**config.mk**
```make
export PLATFORM = sky130hd
export DESIGN_NAME = ram_req_ctrl_flat
export DESIGN_NICKNAME = d
export VERILOG_FILES = /design/src/rtl/ram_req_ctrl_pkg.sv /design/src/rtl/ram_req_ctrl_if.sv /design/src/rtl/ram_req_ctrl_lane_align.sv /design/src/rtl/ram_req_ctrl.sv /design/src/flat_wrapper.sv
export SDC_FILE = /design/constraint.sdc
export NUM_CORES = 1
export LEC_CHECK = 0
export ABC_CLOCK_PERIOD_IN_PS = 2500
export BUFFER_PORTS_ARGS = -buffer_cell sky130_fd_sc_hd__buf_4
export CORE_ASPECT_RATIO = 1.75
export CORE_MARGIN = 2
export CORE_UTILIZATION = 40
export CTS_BUF_LIST = sky130_fd_sc_hd__clkbuf_4 sky130_fd_sc_hd__clkbuf_8 sky130_fd_sc_hd__clkbuf_16
export DETAILED_ROUTE_END_ITERATION = 12
export PLACE_DENSITY_LB_ADDON = 0.05
export SETUP_SLACK_MARGIN = 0.02
export SYNTH_ARGS = -nofsm -noshare
export SYNTH_HDL_FRONTEND = slang
export SYNTH_HIERARCHICAL = 1
export SYNTH_SLANG_ARGS = --single-unit
```
**constraint.sdc**
```tcl
create_clock -name clk -period 2.5 [get_ports clk]
set_input_delay 0.5 -clock clk [delete_from_list [all_inputs] [get_ports clk]]
set_output_delay 0.5 -clock clk [all_outputs]
set_load 0.005 [all_outputs]
```
**src/rtl/ram_req_ctrl_pkg.sv**
```systemverilog
// Shared types for the load/store request controller.
//   word_t           32-bit data word
//   ram_state_t      status reported by the RAM wrapper
//   mem_width_t      access size requested by the core
//   ram_ctrl_state_t controller FSM states
package ram_req_ctrl_pkg;

    typedef logic [31:0] word_t;

    typedef enum logic [1:0] {
        RAM_FREE  = 2'b00,
        RAM_ADDR  = 2'b01,
        RAM_DATA  = 2'b10,
        RAM_ERROR = 2'b11
    } ram_state_t;

    typedef enum logic [1:0] {
        BYTE    = 2'b00,
        HALF    = 2'b01,
        WORD    = 2'b10,
        ILLEGAL = 2'b11
    } mem_width_t;

    typedef enum logic [1:0] {
        IDLE  = 2'b00,
        READ  = 2'b01,
        WRITE = 2'b10,
        RESP  = 2'b11
    } ram_ctrl_state_t;

    // Illegal width or an address not naturally aligned to the access size.
    function automatic logic access_fault(mem_width_t width, logic [1:0] addr_lo);
        case (width)
            BYTE:    return 1'b0;
            HALF:    return addr_lo[0];
            WORD:    return (addr_lo != 2'b00);
            default: return 1'b1;
        endcase
    endfunction

endpackage

```
**src/rtl/ram_req_ctrl_if.sv**
```systemverilog
// Bus bundle between core, request controller and RAM wrapper.
//   master : core side (drives requests, receives responses)
//   slave  : request controller
//   ram    : RAM wrapper side
interface ram_req_ctrl_if #(
    parameter int ADDR_W = 32
);
    import ram_req_ctrl_pkg::*;

    logic              req_valid;
    logic              req_ready;
    logic              req_wen;
    logic [ADDR_W-1:0] req_addr;
    word_t             req_wdata;
    logic [1:0]        req_width;
    logic              req_unsigned;

    logic              resp_valid;
    word_t             resp_rdata;
    logic              resp_err;

    logic              ram_ren;
    logic              ram_wen;
    logic [ADDR_W-1:0] ram_addr;
    word_t             ram_store;
    logic [1:0]        ram_width;
    ram_state_t        ram_state;
    word_t             ram_load;

    modport master (
        output req_valid, req_wen, req_addr, req_wdata, req_width, req_unsigned,
        input  req_ready, resp_valid, resp_rdata, resp_err
    );

    modport slave (
        input  req_valid, req_wen, req_addr, req_wdata, req_width, req_unsigned,
        output req_ready, resp_valid, resp_rdata, resp_err,
        output ram_ren, ram_wen, ram_addr, ram_store, ram_width,
        input  ram_state, ram_load
    );

    modport ram (
        input  ram_ren, ram_wen, ram_addr, ram_store, ram_width,
        output ram_state, ram_load
    );

endinterface

```
**src/rtl/ram_req_ctrl_lane_align.sv**
```systemverilog
// Lane handling shared by the load and read-modify-write paths.
//   i_word     word read from RAM
//   i_off      byte offset of the access within the word
//   i_width    access size
//   i_unsigned zero-extend (1) or sign-extend (0) sub-word loads
//   i_wdata    right-justified store data
//   o_load     extracted and extended load value
//   o_merged   i_word with the addressed lane(s) replaced by i_wdata
module ram_lane_align
    import ram_req_ctrl_pkg::*;
(
    input  word_t      i_word,
    input  logic [1:0] i_off,
    input  mem_width_t i_width,
    input  logic       i_unsigned,
    input  word_t      i_wdata,
    output word_t      o_load,
    output word_t      o_merged
);

    logic [7:0]  w_byte;
    logic [15:0] w_half;

    always_comb begin
        w_byte   = i_word[{i_off, 3'b000} +: 8];
        w_half   = i_word[{i_off[1], 4'b0000} +: 16];
        o_load   = i_word;
        o_merged = i_wdata;
        case (i_width)
            BYTE: begin
                o_load   = {{24{~i_unsigned & w_byte[7]}}, w_byte};
                o_merged = i_word;
                o_merged[{i_off, 3'b000} +: 8] = i_wdata[7:0];
            end
            HALF: begin
                o_load   = {{16{~i_unsigned & w_half[15]}}, w_half};
                o_merged = i_word;
                o_merged[{i_off[1], 4'b0000} +: 16] = i_wdata[15:0];
            end
            default: ;
        endcase
    end

endmodule

```
**src/rtl/ram_req_ctrl.sv**
```systemverilog
// Load/store request controller in front of the RAM wrapper.
//   clk  system clock
//   rst  synchronous active-high reset
//   bus  slave side of ram_req_ctrl_if (core handshake + RAM request lines)
//
// state | meaning
// IDLE  | req_ready high, waiting for a request
// READ  | ram_ren held until RAM_DATA (load, or first half of a sub-word store)
// WRITE | ram_wen held with the full/merged word until RAM_DATA
// RESP  | one-cycle resp_valid pulse
module ram_req_ctrl
    import ram_req_ctrl_pkg::*;
#(
    parameter int TIMEOUT = 16,
    parameter int ADDR_W  = 32
) (
    input  logic           clk,
    input  logic           rst,
    ram_req_ctrl_if.slave  bus
);

    localparam int CNT_W = $clog2(TIMEOUT + 1);

    ram_ctrl_state_t   r_state, w_state;
    logic [1:0]        r_off, w_off;
    mem_width_t        r_width, w_width;
    logic              r_store, w_store;
    logic              r_uns, w_uns;
    word_t             r_wdata, w_wdata;
    logic              r_ram_ren, w_ram_ren;
    logic              r_ram_wen, w_ram_wen;
    logic [ADDR_W-1:0] r_ram_addr, w_ram_addr;
    word_t             r_ram_store, w_ram_store;
    word_t             r_rdata, w_rdata;
    logic              r_err, w_err;
    logic [CNT_W-1:0]  r_cnt, w_cnt;

    mem_width_t        w_req_width;
    logic              w_cnt_done;
    word_t             w_lane_load;
    word_t             w_lane_merged;

    ram_lane_align u_lane (
        .i_word     (bus.ram_load),
        .i_off      (r_off),
        .i_width    (r_width),
        .i_unsigned (r_uns),
        .i_wdata    (r_wdata),
        .o_load     (w_lane_load),
        .o_merged   (w_lane_merged)
    );

    assign w_req_width = mem_width_t'(bus.req_width);
    // The counter has already counted TIMEOUT-1 waiting cycles; this is the last one.
    assign w_cnt_done  = (r_cnt == CNT_W'(TIMEOUT - 1));

    always_ff @(posedge clk) begin
        if (rst) begin
            r_state     <= IDLE;
            r_off       <= 2'b00;
            r_width     <= BYTE;
            r_store     <= 1'b0;
            r_uns       <= 1'b0;
            r_wdata     <= '0;
            r_ram_ren   <= 1'b0;
            r_ram_wen   <= 1'b0;
            r_ram_addr  <= '0;
            r_ram_store <= '0;
            r_rdata     <= '0;
            r_err       <= 1'b0;
            r_cnt       <= '0;
        end else begin
            r_state     <= w_state;
            r_off       <= w_off;
            r_width     <= w_width;
            r_store     <= w_store;
            r_uns       <= w_uns;
            r_wdata     <= w_wdata;
            r_ram_ren   <= w_ram_ren;
            r_ram_wen   <= w_ram_wen;
            r_ram_addr  <= w_ram_addr;
            r_ram_store <= w_ram_store;
            r_rdata     <= w_rdata;
            r_err       <= w_err;
            r_cnt       <= w_cnt;
        end
    end

    always_comb begin
        w_state     = r_state;
        w_off       = r_off;
        w_width     = r_width;
        w_store     = r_store;
        w_uns       = r_uns;
        w_wdata     = r_wdata;
        w_ram_ren   = r_ram_ren;
        w_ram_wen   = r_ram_wen;
        w_ram_addr  = r_ram_addr;
        w_ram_store = r_ram_store;
        w_rdata     = r_rdata;
        w_err       = r_err;
        w_cnt       = r_cnt;

        case (r_state)
            IDLE: begin
                if (bus.req_valid) begin
                    w_off      = bus.req_addr[1:0];
                    w_width    = w_req_width;
                    w_store    = bus.req_wen;
                    w_uns      = bus.req_unsigned;
                    w_wdata    = bus.req_wdata;
                    w_ram_addr = {bus.req_addr[ADDR_W-1:2], 2'b00};
                    w_rdata    = '0;
                    w_err      = 1'b0;
                    w_cnt      = '0;
                    if (access_fault(w_req_width, bus.req_addr[1:0])) begin
                        w_err   = 1'b1;
                        w_state = RESP;
                    end else if (bus.req_wen && (w_req_width == WORD)) begin
                        w_ram_wen   = 1'b1;
                        w_ram_store = bus.req_wdata;
                        w_state     = WRITE;
                    end else begin
                        // Sub-word stores read first because RAM byte enables are fixed.
                        w_ram_ren = 1'b1;
                        w_state   = READ;
                    end
                end
            end
            READ: begin
                if (bus.ram_state == RAM_ERROR) begin
                    w_ram_ren = 1'b0;
                    w_err     = 1'b1;
                    w_state   = RESP;
                end else if (bus.ram_state == RAM_DATA) begin
                    w_ram_ren = 1'b0;
                    if (r_store) begin
                        w_ram_wen   = 1'b1;
                        w_ram_store = w_lane_merged;
                        w_cnt       = '0;
                        w_state     = WRITE;
                    end else begin
                        w_rdata = w_lane_load;
                        w_state = RESP;
                    end
                end else if (w_cnt_done) begin
                    w_ram_ren = 1'b0;
                    w_err     = 1'b1;
                    w_state   = RESP;
                end else begin
                    w_cnt = r_cnt + 1'b1;
                end
            end
            WRITE: begin
                if (bus.ram_state == RAM_ERROR) begin
                    w_ram_wen = 1'b0;
                    w_err     = 1'b1;
                    w_state   = RESP;
                end else if (bus.ram_state == RAM_DATA) begin
                    w_ram_wen = 1'b0;
                    w_state   = RESP;
                end else if (w_cnt_done) begin
                    w_ram_wen = 1'b0;
                    w_err     = 1'b1;
                    w_state   = RESP;
                end else begin
                    w_cnt = r_cnt + 1'b1;
                end
            end
            RESP: begin
                w_err   = 1'b0;
                w_rdata = '0;
                w_state = IDLE;
            end
            default: w_state = IDLE;
        endcase
    end

    assign bus.req_ready  = (r_state == IDLE);
    assign bus.resp_valid = (r_state == RESP);
    assign bus.resp_err   = r_err;
    assign bus.resp_rdata = r_rdata;
    assign bus.ram_ren    = r_ram_ren;
    assign bus.ram_wen    = r_ram_wen;
    assign bus.ram_addr   = r_ram_addr;
    assign bus.ram_store  = r_ram_store;
    assign bus.ram_width  = WORD;

endmodule

```
**src/flat_wrapper.sv**
```systemverilog
// flat-port wrapper written by rule: the top's interface ports become plain ports
module ram_req_ctrl_flat import ram_req_ctrl_pkg::*;
#(
    parameter int TIMEOUT = 16,
    parameter int ADDR_W  = 32
)
  (clk, rst, bus_req_valid, bus_req_wen, bus_req_addr, bus_req_wdata, bus_req_width, bus_req_unsigned, bus_req_ready, bus_resp_valid, bus_resp_rdata, bus_resp_err, bus_ram_ren, bus_ram_wen, bus_ram_addr, bus_ram_store, bus_ram_width, bus_ram_state, bus_ram_load);
  ram_req_ctrl_if #(.ADDR_W(ADDR_W)) bus_i ();
  input  logic clk;
  input  logic rst;
  input wire logic [$bits(bus_i.req_valid)-1:0] bus_req_valid;
  input wire logic [$bits(bus_i.req_wen)-1:0] bus_req_wen;
  input wire logic [$bits(bus_i.req_addr)-1:0] bus_req_addr;
  input wire logic [$bits(bus_i.req_wdata)-1:0] bus_req_wdata;
  input wire logic [$bits(bus_i.req_width)-1:0] bus_req_width;
  input wire logic [$bits(bus_i.req_unsigned)-1:0] bus_req_unsigned;
  output wire logic [$bits(bus_i.req_ready)-1:0] bus_req_ready;
  output wire logic [$bits(bus_i.resp_valid)-1:0] bus_resp_valid;
  output wire logic [$bits(bus_i.resp_rdata)-1:0] bus_resp_rdata;
  output wire logic [$bits(bus_i.resp_err)-1:0] bus_resp_err;
  output wire logic [$bits(bus_i.ram_ren)-1:0] bus_ram_ren;
  output wire logic [$bits(bus_i.ram_wen)-1:0] bus_ram_wen;
  output wire logic [$bits(bus_i.ram_addr)-1:0] bus_ram_addr;
  output wire logic [$bits(bus_i.ram_store)-1:0] bus_ram_store;
  output wire logic [$bits(bus_i.ram_width)-1:0] bus_ram_width;
  input wire logic [$bits(bus_i.ram_state)-1:0] bus_ram_state;
  input wire logic [$bits(bus_i.ram_load)-1:0] bus_ram_load;
  assign bus_i.req_valid = bus_req_valid;
  assign bus_i.req_wen = bus_req_wen;
  assign bus_i.req_addr = bus_req_addr;
  assign bus_i.req_wdata = bus_req_wdata;
  assign bus_i.req_width = bus_req_width;
  assign bus_i.req_unsigned = bus_req_unsigned;
  assign bus_req_ready = bus_i.req_ready;
  assign bus_resp_valid = bus_i.resp_valid;
  assign bus_resp_rdata = bus_i.resp_rdata;
  assign bus_resp_err = bus_i.resp_err;
  assign bus_ram_ren = bus_i.ram_ren;
  assign bus_ram_wen = bus_i.ram_wen;
  assign bus_ram_addr = bus_i.ram_addr;
  assign bus_ram_store = bus_i.ram_store;
  assign bus_ram_width = bus_i.ram_width;
  assign bus_i.ram_state = bus_ram_state;
  assign bus_i.ram_load = bus_ram_load;
  ram_req_ctrl #(.TIMEOUT(TIMEOUT), .ADDR_W(ADDR_W)) u_core (.clk(clk), .rst(rst), .bus(bus_i));
endmodule
```
==> results of run 1 <==
==> final cells by class <==
cell class                      instances  area share [%]
Inverter                               19           0.732
Clock buffer                           18            4.51
Sequential cell                       142            29.2
Tap cell                              238            3.06
Timing Repair Buffer                  224            17.9
Multi-Input combinational cell        723            43.5
Clock inverter                         12            1.17
==> where the power goes <==
| group | switching, W | internal [W] | leakage [nW] |
|---|---|---|---|
| registers | 0.000329 | 0.00270 | 1.16 |
| logic | 0.00229 | 0.00167 | 2.53 |
| clock network | 0.00102 | 0.00139 | 0.261 |
| total | 0.00364 | 0.00576 | 3.95 |
==> through the flow <==
| step | hold slack [ns] | area, um2 |
|---|---|---|
| 5_1_grt | 0.306 | 9750 |
| 2_1_floorplan | 0.433 | 7520 |
| 3_5_place_dp | 0.445 | 9190 |
| 4_1_cts | 0.301 | 9750 |
| 6_report | 0.319 | 9750 |
| 3_3_place_gp | 0.441 | 9190 |
==> cell usage after synthesis (3+ instances only) <==
cell	instances	area, um2
nor3_1	4	20.0
buf_4	8	60.1
a222oi_1	7	70.1
a211oi_2	28	350
buf_1	12	45.0
a221o_1	6	60.1
ha_1	11	138
inv_1	18	67.6
nor3b_1	14	105
mux2_2	18	203
o21ai_0	10	50.1
mux2i_1	33	330
clkbuf_1	46	173
a22oi_1	15	113
a211o_1	3	26.3
a22o_1	15	131
a31oi_1	9	56.3
o21a_1	11	82.6
dfxtp_1	142	2840
a211oi_1	6	45.0
nor2_1	52	195
nor2b_1	5	31.3
buf_2	11	55.1
nand2_1	258	968
nand3_1	38	190
o211ai_1	8	60.1
buf_6	4	45.0
a21oi_1	123	616
nand2b_1	8	50.1
a21o_1	3	22.5
==> cells in the final DEF, fill, tap and decap left out, types with 3 or more instances in the layout <==
cell type	count
a22oi_1	15
a31oi_1	9
nor3_1	4
nor3b_1	14
a211oi_1	6
a222oi_1	7
a221o_1	6
nor2b_1	5
a21oi_1	123
ha_1	10
a211o_1	3
inv_6	3
inv_1	18
o21a_1	11
mux2i_1	33
a211oi_2	28
nor2_1	52
dfxtp_1	142
nand2b_1	8
a21o_1	3
clkinvlp_4	4
nand3_1	38
o21ai_0	10
mux2_2	18
nand2_1	257
o211ai_1	8
conb_1	4
a22o_1	15
buf_4	219
clkbuf_16	17
buf_12	5
==> logic make-up after synthesis <==
| logic type | after synthesis |
|---|---|
| simple gates | 393 |
| flops | 142 |
| other cells | 2 |
| mux | 52 |
| buf+inv | 100 |
| fa+ha+maj | 11 |
| compound gates | 263 |
==> state kept, by name, indices dropped and copies added (netlist names) <==
register and count:
u_core/bus.ram_ren 1, u_core/r_uns 1, u_core/bus.ram_addr 30, u_core/r_wdata 32, u_core/bus.resp_err 1, u_core/bus.ram_store 32
u_core/bus.ram_wen 1, u_core/bus.resp_rdata 32, u_core/r_width 2, u_core/r_state 2, u_core/r_cnt 5, u_core/r_store 1
u_core/r_off 2
==> worst paths after layout <==
kind | from | depth (start not counted) | end | slack [ns]
min reg2reg | u_core/bus.resp_rdata[23] | 2 | u_core/bus.resp_rdata[23] | 0.45
max reg2reg | u_core/r_off[1] | 7 | u_core/bus.ram_store[31] | 0.30
min | bus_req_addr[22] | 3 | u_core/bus.ram_addr[22] | 0.32
max | u_core/r_off[1] | 7 | u_core/bus.ram_store[31] | 0.30
==> worst max-delay path: stages, from the launching register on <==
cell and delay [ns]:
dfxtp_1 0.34, buf_4 0.37, ha_1 0.24, nand4_1 0.36, o211ai_1 0.35, o21a_1 0.15
mux2i_1 0.07, a211oi_2 0.22
==> per-layer routing <==
| metal | global-route usage, % | share of wire, % | up-vias |
|---|---|---|---|
| li1 | - | - | 3685 |
| met1 | 27.5 | 38 | 3460 |
| met2 | 45.8 | 52 | 238 |
| met3 | 4.54 | 5.0 | 58 |
| met4 | 14.9 | 5.4 | 0 |
| met5 | 0 | 0 | - |
==> results.md, run 1 <==
- Status: finished, final reports clean
- Post-DP HPWL: 18600 um
- Top_reg_cell synth: dfxtp_1
- Synth Area in Adders: 1.83%
- Register bit total from synthesis: 142
- Xor-xnor portion of the synthesized cell area: 0%
- Final non-filler cell total: 1376
- # nets final: 1243
- # Post-CTS Setup Buffers: 0
- Final min period: 2.20 ns
- Via density: 5.41
- I/O Buffers: 203
- Pwr Density: 965 mW/mm2
- Complex-gate fraction of the synthesized area: 24.6%
- Leakage dissipation: 3.95 nW
- Post-layout util: 52.7%
- Setup Viol. Count Final: 0
- Maximum VDD drop: 0.502 mV
- Worst-margin pin slew: 0.850 ns
- RSZ-0062 raised after global routing: no
- Area of the multi-input gates: 0.00424 mm2
- Core Area: 0.0185 mm2
- Post-synthesis mux area share: 7.40%
- Max cap viols: 0
- FF/Latch Area: 0.00284 mm2
- Largest family of logic cells by synthesized area: compound AO/OA/AOI/OAI gates
- Clk pin slew, worst setup/hold paths: 0.06 ns
- TritonRoute pass-1 iters: 5
- Vias: 7441
- Power, Total: 0.00940 W
- CP arrival: 2.54 ns
- Final Max Slew Viols: 0
- Hold buffer count at CTS: 0
- Vias in the first global route: 7328
- CTS Buffer Depth: 2
- Post-synth EDFFs: 0
- Standard-cell rows: 66
- DRT iter0 DRCs: 425
- Largest net degree at the start of global routing: 69
- Total congestion overflow: 0
- Clock latency on the worst-skew pair: 0.42 ns
- Fmax: 455 MHz
- Placed insts: 1346
- Die width: 108 um
- ANT cells: 0
- Post-Syn Area per Cell: 7.80 um2
- Hold Violations, Final: 0
- First-pass GRT wire length: 39000 um
- Max-slew headroom: 42.9%
- Critical path type: flop to flop
- CTS Sinks: 142
- Final setup margin: 0.303 ns
- CTS tree: yes
- Simple-gate area share of the yosys netlist: 22.2%
- Dpl ws: 0.330 ns
- Fillcell total: 1886
- Root Driver: clkbuf_16
- Synth Instances: 963
- Critical path capture point type: flop
- Die Y: 185 um
- Starting Density: 40.6%
- Ys Warns: 6
- H-tree levels: 4
- Initial antenna violation count: 0
- Clock skew: 0.00732 ns
- Worst setup SP type: flop
- Sequential fraction of the synthesis area: 37.8%
- Fin Setup TNS: 0 ns
- Synthesized cell area: 0.00751 mm2
- Total die area: 0.0199 mm2
- Final Wtd Congestion: 0.897
- Total CTS buffers: 17
- DRC errors left: 0
- Critical Path RT: 2.84 ns
- Crit Path Max Fanout: 38
- Netlist cell types: 57
- Fraction of final layout cells sized beyond drive strength 1: 27.4%
- Final period util: 87.9%
- Resized cells post-CTS: 0
- # IOs: 208
- Async SR Flop Fraction: 0%
- Min-Delay Path Class: primary input to flop
- Detailed Route WL: 25300 um
- GRT Util Overall: 25.5%
- Area Growth Syn to Fin: 29.8%
- ANT nets after route: 0
- Post-DR wirelength/cell: 18.4 um
No activity file was read; power rests on OpenSTA's default activity.
==> inputs of run 2 (changes only) <==
Settings changed: CORE_UTILIZATION 40 to 52, MAX_ROUTING_LAYER from default to met4.
==> run 2 against run 1 <==
Hold slack lost 0.0046 ns. Maximum frequency decreased by 4.1%. Global-route usage up 7.0 points. Cell count is 4.0% lower. Power grew 4.2%. Die area down 22%. First-iteration DRC count increased by 25%. Sequential power barely moved. Core utilization up 16 points. Flip-flop and latch count unchanged. Non-clock buffer count up 1. Routed wire length down 2.4%. Largest power group unchanged.
==> results.md, run 2 (synthesis results as in run 1) <==
- Largest net degree at the start of global routing: 69 (unchanged)
- Fin Setup TNS: 0 ns (unchanged)
- Final min period: 2.29 ns (was 2.20 ns)
- Clock latency on the worst-skew pair: 0.42 ns (about the same)
- Final setup margin: 0.208 ns (was 0.303 ns)
- Starting Density: 52.8% (was 40.6%)
- Fillcell total: 1311 (was 1886)
- Post-layout util: 68.5% (was 52.7%)
- Final Wtd Congestion: 1.01 (was 0.897)
- CTS Buffer Depth: 2 (unchanged)
- # Post-CTS Setup Buffers: 0 (unchanged)
- RSZ-0062 raised after global routing: no (unchanged)
- DRC errors left: 0 (unchanged)
- # IOs: 208 (unchanged)
- Clock skew: 0.00986 ns (was 0.00732 ns)
- Total congestion overflow: 0 (unchanged)
- Final period util: 91.7% (was 87.9%)
- Status: finished, final reports clean (unchanged)
- CP arrival: 2.64 ns (was 2.54 ns)
- Resized cells post-CTS: 0 (unchanged)
- Final non-filler cell total: 1321 (was 1376)
- Hold buffer count at CTS: 0 (unchanged)
- Area Growth Syn to Fin: 29.7% (was 29.8%)
- Post-DR wirelength/cell: 18.7 um (was 18.4 um)
- First-pass GRT wire length: 37700 um (was 39000 um)
- Clk pin slew, worst setup/hold paths: 0.07 ns (was 0.06 ns)
- CTS tree: yes (unchanged)
- Vias: 7692 (was 7441)
- TritonRoute pass-1 iters: 7 (was 5)
- Worst-margin pin slew: 0.874 ns (was 0.850 ns)
- CTS Sinks: 142 (unchanged)
- Most frequent cells in the layout: nand2_1, buf_4, dfxtp_1 (unchanged)
- Critical Path RT: 2.85 ns (was 2.84 ns)
- Core Area: 0.0142 mm2 (was 0.0185 mm2)
- Initial antenna violation count: 0 (unchanged)
- Total die area: 0.0155 mm2 (was 0.0199 mm2)
- R2R depth: 8 (was 7)
- Max cap viols: 0 (unchanged)
- I/O Buffers: 203 (unchanged)
- Fmax: 436 MHz (was 455 MHz)
- Vias in the first global route: 7348 (was 7328)
- Root Driver: clkbuf_16 (unchanged)
- Die Y: 163 um (was 185 um)
- Fraction of final layout cells sized beyond drive strength 1: 27.6% (was 27.4%)
- Critical path type: flop to flop (unchanged)
- Standard-cell rows: 58 (was 66)
- Max-slew headroom: 41.3% (was 42.9%)
- GRT Util Overall: 32.5% (was 25.5%)
- Final Max Slew Viols: 0 (unchanged)
- Hold depth: 3 (unchanged)
- Critical path capture point type: flop (unchanged)
- Post-DP HPWL: 17600 um (was 18600 um)
- Pwr Density: 1010 mW/mm2 (was 965 mW/mm2)
- Worst setup SP type: flop (unchanged)
- Die width: 94.9 um (was 108 um)
- ANT nets after route: 0 (unchanged)
- Dpl ws: 0.259 ns (was 0.330 ns)
- Leakage dissipation: 4.00 nW (was 3.95 nW)
- ANT cells: 0 (unchanged)
- Hold WS: 0.314 ns (was 0.319 ns)
- Via density: 5.82 (was 5.41)
- Min-Delay Path Class: primary input to flop (unchanged)
- # nets final: 1244 (was 1243)
- Placed insts: 1289 (was 1346)
- Total CTS buffers: 17 (unchanged)
- Crit Path Max Fanout: 12 (was 38)
- Most common cell after layout, fill and taps aside: nand2_1 (unchanged)
- Hold Violations, Final: 0 (unchanged)
- Detailed Route WL: 24700 um (was 25300 um)
- DRT iter0 DRCs: 531 (was 425)
- Setup Viol. Count Final: 0 (unchanged)
- Maximum VDD drop: 0.696 mV (was 0.502 mV)
- H-tree levels: 4 (unchanged)
-- run 2: final cells by class --
type	instances	area [um2]	share of cell area, %
inverters	19	71.3	0.732
clock buffers	17	425	4.37
clock inverters	15	215	2.21
well taps	180	225	2.31
flip-flops and latches	142	2840	29.2
repair buffers	225	1730	17.7
multi-input cells	723	4240	43.5
-- run 2: final timing paths --
check,start,end,slack (ns)
setup / recovery,u_core/r_off[1],u_core/bus.ram_store[22],0.21
hold / removal,bus_req_addr[16],u_core/bus.ram_addr[16],0.31
setup reg to reg,u_core/r_off[1],u_core/bus.ram_store[22],0.21
hold reg to reg,u_core/bus.resp_rdata[12],u_core/bus.resp_rdata[12],0.45
-- run 2: worst max-delay path, stage by stage, from the launching register on --
cell and delay, ns:
dfxtp_1 0.34, inv_2 0.11, ha_1 0.31, nor3b_1 0.29
and3_1 0.42, nand2_1 0.10, a31oi_1 0.27, mux2i_1 0.15
a211oi_2 0.22
-- run 2: power by group --
part           leakage [nW]  total [W]  switching [W]  internal, W
clock network         0.316    0.00280        0.00116      0.00163
logic                  2.52    0.00396        0.00231      0.00165
registers              1.16    0.00304       0.000337      0.00270
-- run 2: routing by layer --
layer | GRT usage [%] | vias to the layer above | wire (um)
met2 | 54.0 | 333 | 12600
met4 | 21.5 | 0 | 1600
li1 | - | 3681 | -
met1 | 35.1 | 3590 | 9060
met3 | 5.18 | 88 | 1400
met5 | - | - | 0
-- run 2: stage by stage --
stage          area (um2)  power (W)
6_report             9740    0.00980
5_1_grt              9740     0.0103
4_1_cts              9740    0.00980
3_5_place_dp         9100    0.00700
3_3_place_gp         9100    0.00696
2_1_floorplan        7520    0.00559
==> inputs of run 3 (changes only) <==
Settings changed: CELL_PAD_IN_SITES_DETAIL_PLACEMENT from default to 1, CELL_PAD_IN_SITES_GLOBAL_PLACEMENT from default to 2, CORE_UTILIZATION 52 to 30.
==> run 3 against run 2 <==
Cell count up 10%. Global-route usage down 9.6 points. Flip-flop and latch count unchanged. Clock skew up 0.0032 ns. Non-clock buffer count unchanged. Sequential share of layout area down 0.65 points. Critical endpoint is now u_core/bus.ram_store[29].
==> results.md, run 3 (synthesis results as in run 1) <==
- Status: finished, final reports clean (unchanged)
- Origin of the worst setup path: u_core/r_off[1] (unchanged)
- Critical Path RT: 2.84 ns (was 2.85 ns)
- Final Max Slew Viols: 0 (unchanged)
- Post-DR wirelength/cell: 20.0 um (was 18.7 um)
- Resized cells post-CTS: 0 (unchanged)
- Setup Viol. Count Final: 0 (unchanged)
- Fmax: 438 MHz (was 436 MHz)
- Crit Path Max Fanout: 38 (was 12)
- HP Start: bus_req_addr[22] (was bus_req_addr[16])
- ANT nets after route: 0 (unchanged)
- Maximum VDD drop: 0.501 mV (was 0.696 mV)
- CTS Sinks: 142 (unchanged)
- # IOs: 208 (unchanged)
- Hold WS: 0.313 ns (was 0.314 ns)
- Worst-margin pin slew: 0.801 ns (was 0.874 ns)
- Core Area: 0.0246 mm2 (was 0.0142 mm2)
- Clk pin slew, worst setup/hold paths: 0.06 ns (was 0.07 ns)
- Worst setup SP type: flop (unchanged)
- Total CTS buffers: 17 (unchanged)
- Placed insts: 1421 (was 1289)
- Critical-path cell list: buf_4 -> ha_1 -> nand4_1 -> o211ai_1 -> o21a_1 -> mux2i_1 -> a211oi_2 (was inv_2 -> ha_1 -> nor3b_1 -> and3_1 -> nand2_1 -> a31oi_1 -> mux2i_1 -> a211oi_2)
- Worst reg-to-reg setup slack: 0.22 ns (was 0.21 ns)
- DRC errors left: 0 (unchanged)
- RR Startpoint: u_core/r_off[1] (unchanged)
- Post-DP HPWL: 21600 um (was 17600 um)
- R2R depth: 7 (was 8)
- Max-slew headroom: 46.2% (was 41.3%)
- Hold buffer count at CTS: 0 (unchanged)
- Final non-filler cell total: 1453 (was 1321)
- Total die area: 0.0264 mm2 (was 0.0155 mm2)
- Final Wtd Congestion: 0.893 (was 1.01)
- Vias: 7565 (was 7692)
- Max cap viols: 0 (unchanged)
- Via density: 5.21 (was 5.82)
- Final min period: 2.28 ns (was 2.29 ns)
- Hold Violations, Final: 0 (unchanged)
- CTS tree: yes (unchanged)
- Final setup margin: 0.215 ns (was 0.208 ns)
- Pwr Density: 997 mW/mm2 (was 1010 mW/mm2)
- Dpl ws: 0.220 ns (was 0.259 ns)
- CTS Buffer Depth: 2 (unchanged)
- Most frequent cells in the layout: nand2_1, buf_4, dfxtp_1 (unchanged)
- GRT Util Overall: 22.9% (was 32.5%)
- Leakage dissipation: 4.01 nW (was 4.00 nW)
- Clock skew: 0.0131 ns (was 0.00986 ns)
- Die width: 124 um (was 94.9 um)
- DRT iter0 DRCs: 369 (was 531)
- Most common cell after layout, fill and taps aside: nand2_1 (unchanged)
- Final period util: 91.4% (was 91.7%)
- Standard-cell rows: 76 (was 58)
- Detailed Route WL: 29100 um (was 24700 um)
- Root Driver: clkbuf_16 (unchanged)
- Crit-path max cell delay: 0.39 ns (was 0.42 ns)
- First-pass GRT wire length: 43900 um (was 37700 um)
- Starting Density: 30.5% (was 52.8%)
- I/O Buffers: 203 (unchanged)
- Largest net degree at the start of global routing: 69 (unchanged)
- Fraction of final layout cells sized beyond drive strength 1: 27.6% (unchanged)
- ANT cells: 0 (unchanged)
- Post-layout util: 40.5% (was 68.5%)
- Min-Delay Path Class: primary input to flop (unchanged)
- RSZ-0062 raised after global routing: no (unchanged)
- Die Y: 213 um (was 163 um)
- Area Growth Syn to Fin: 32.7% (was 29.7%)
- Critical path type: flop to flop (unchanged)
- # Post-CTS Setup Buffers: 0 (unchanged)
- H-tree levels: 4 (unchanged)
- Clock latency on the worst-skew pair: 0.43 ns (was 0.42 ns)
- Fin Setup TNS: 0 ns (unchanged)
- Total congestion overflow: 0 (unchanged)
- CP max stage cell: nand4_1 (was and3_1)
- # nets final: 1244 (unchanged)
- CP arrival: 2.63 ns (was 2.64 ns)
- Initial antenna violation count: 0 (unchanged)
- TritonRoute pass-1 iters: 5 (was 7)
- Vias in the first global route: 7776 (was 7348)
- Critical path capture point type: flop (unchanged)
- Hold depth: 3 (unchanged)
run 3: cell count changes in the layout (fill, tap and decap cells not counted):
cell,delta
inv_6,-4
buf_4,-5
clkinv_8,-1
buf_12,+5
bufinv_16,+1
clkinv_4,+3
inv_8,-5
clkbuf_4,+3
clkinvlp_4,+3
run 3: layout make-up:
| type | count | area, um2 |
|---|---|---|
| Fill cell | 3037 | 14700 |
| Multi-Input combinational cell | 723 | 4240 |
| Sequential cell | 142 | 2840 |
| Timing Repair Buffer | 225 | 1790 |
| Clock buffer | 20 | 448 |
| Tap cell | 312 | 390 |
| Clock inverter | 12 | 186 |
| Inverter | 19 | 71.3 |
run 3: final timing paths:
path	to
worst max-delay path	u_core/bus.ram_store[29]
worst min-delay path	u_core/bus.ram_addr[22]
worst max register to register	u_core/bus.ram_store[29]
worst min register to register	u_core/bus.resp_rdata[26]
run 3: layer usage:
metal  vias up  GRT usage [%]  wire length (um)
met2       200           40.5             15600
met1      3629           23.7             11000
li1       3685              -                 -
met5         -              -                 0
met4         0           11.1              1270
met3        51           4.78              1240
run 3: critical path, delay by kind of cell (launching register included):
kind | cells | cell delay [ns]
compound gates | 3 | 0.76
mux | 1 | 0.07
simple gates | 1 | 0.39
flops | 1 | 0.34
fa+ha+maj | 1 | 0.26
buf+inv | 1 | 0.38
run 3: report_power, final:
part | internal [W] | switching (W)
clock network | 0.00171 | 0.00106
registers | 0.00270 | 0.000335
logic | 0.00171 | 0.00242
total | 0.00613 | 0.00381
run 3: stage by stage:
stage / power [W] / instance area, um2
global placement: 0.00723 / 9330
global route: 0.0106 / 9960
floorplan: 0.00559 / 7520
CTS: 0.0101 / 9960
finish: 0.00994 / 9960
detailed placement: 0.00728 / 9330
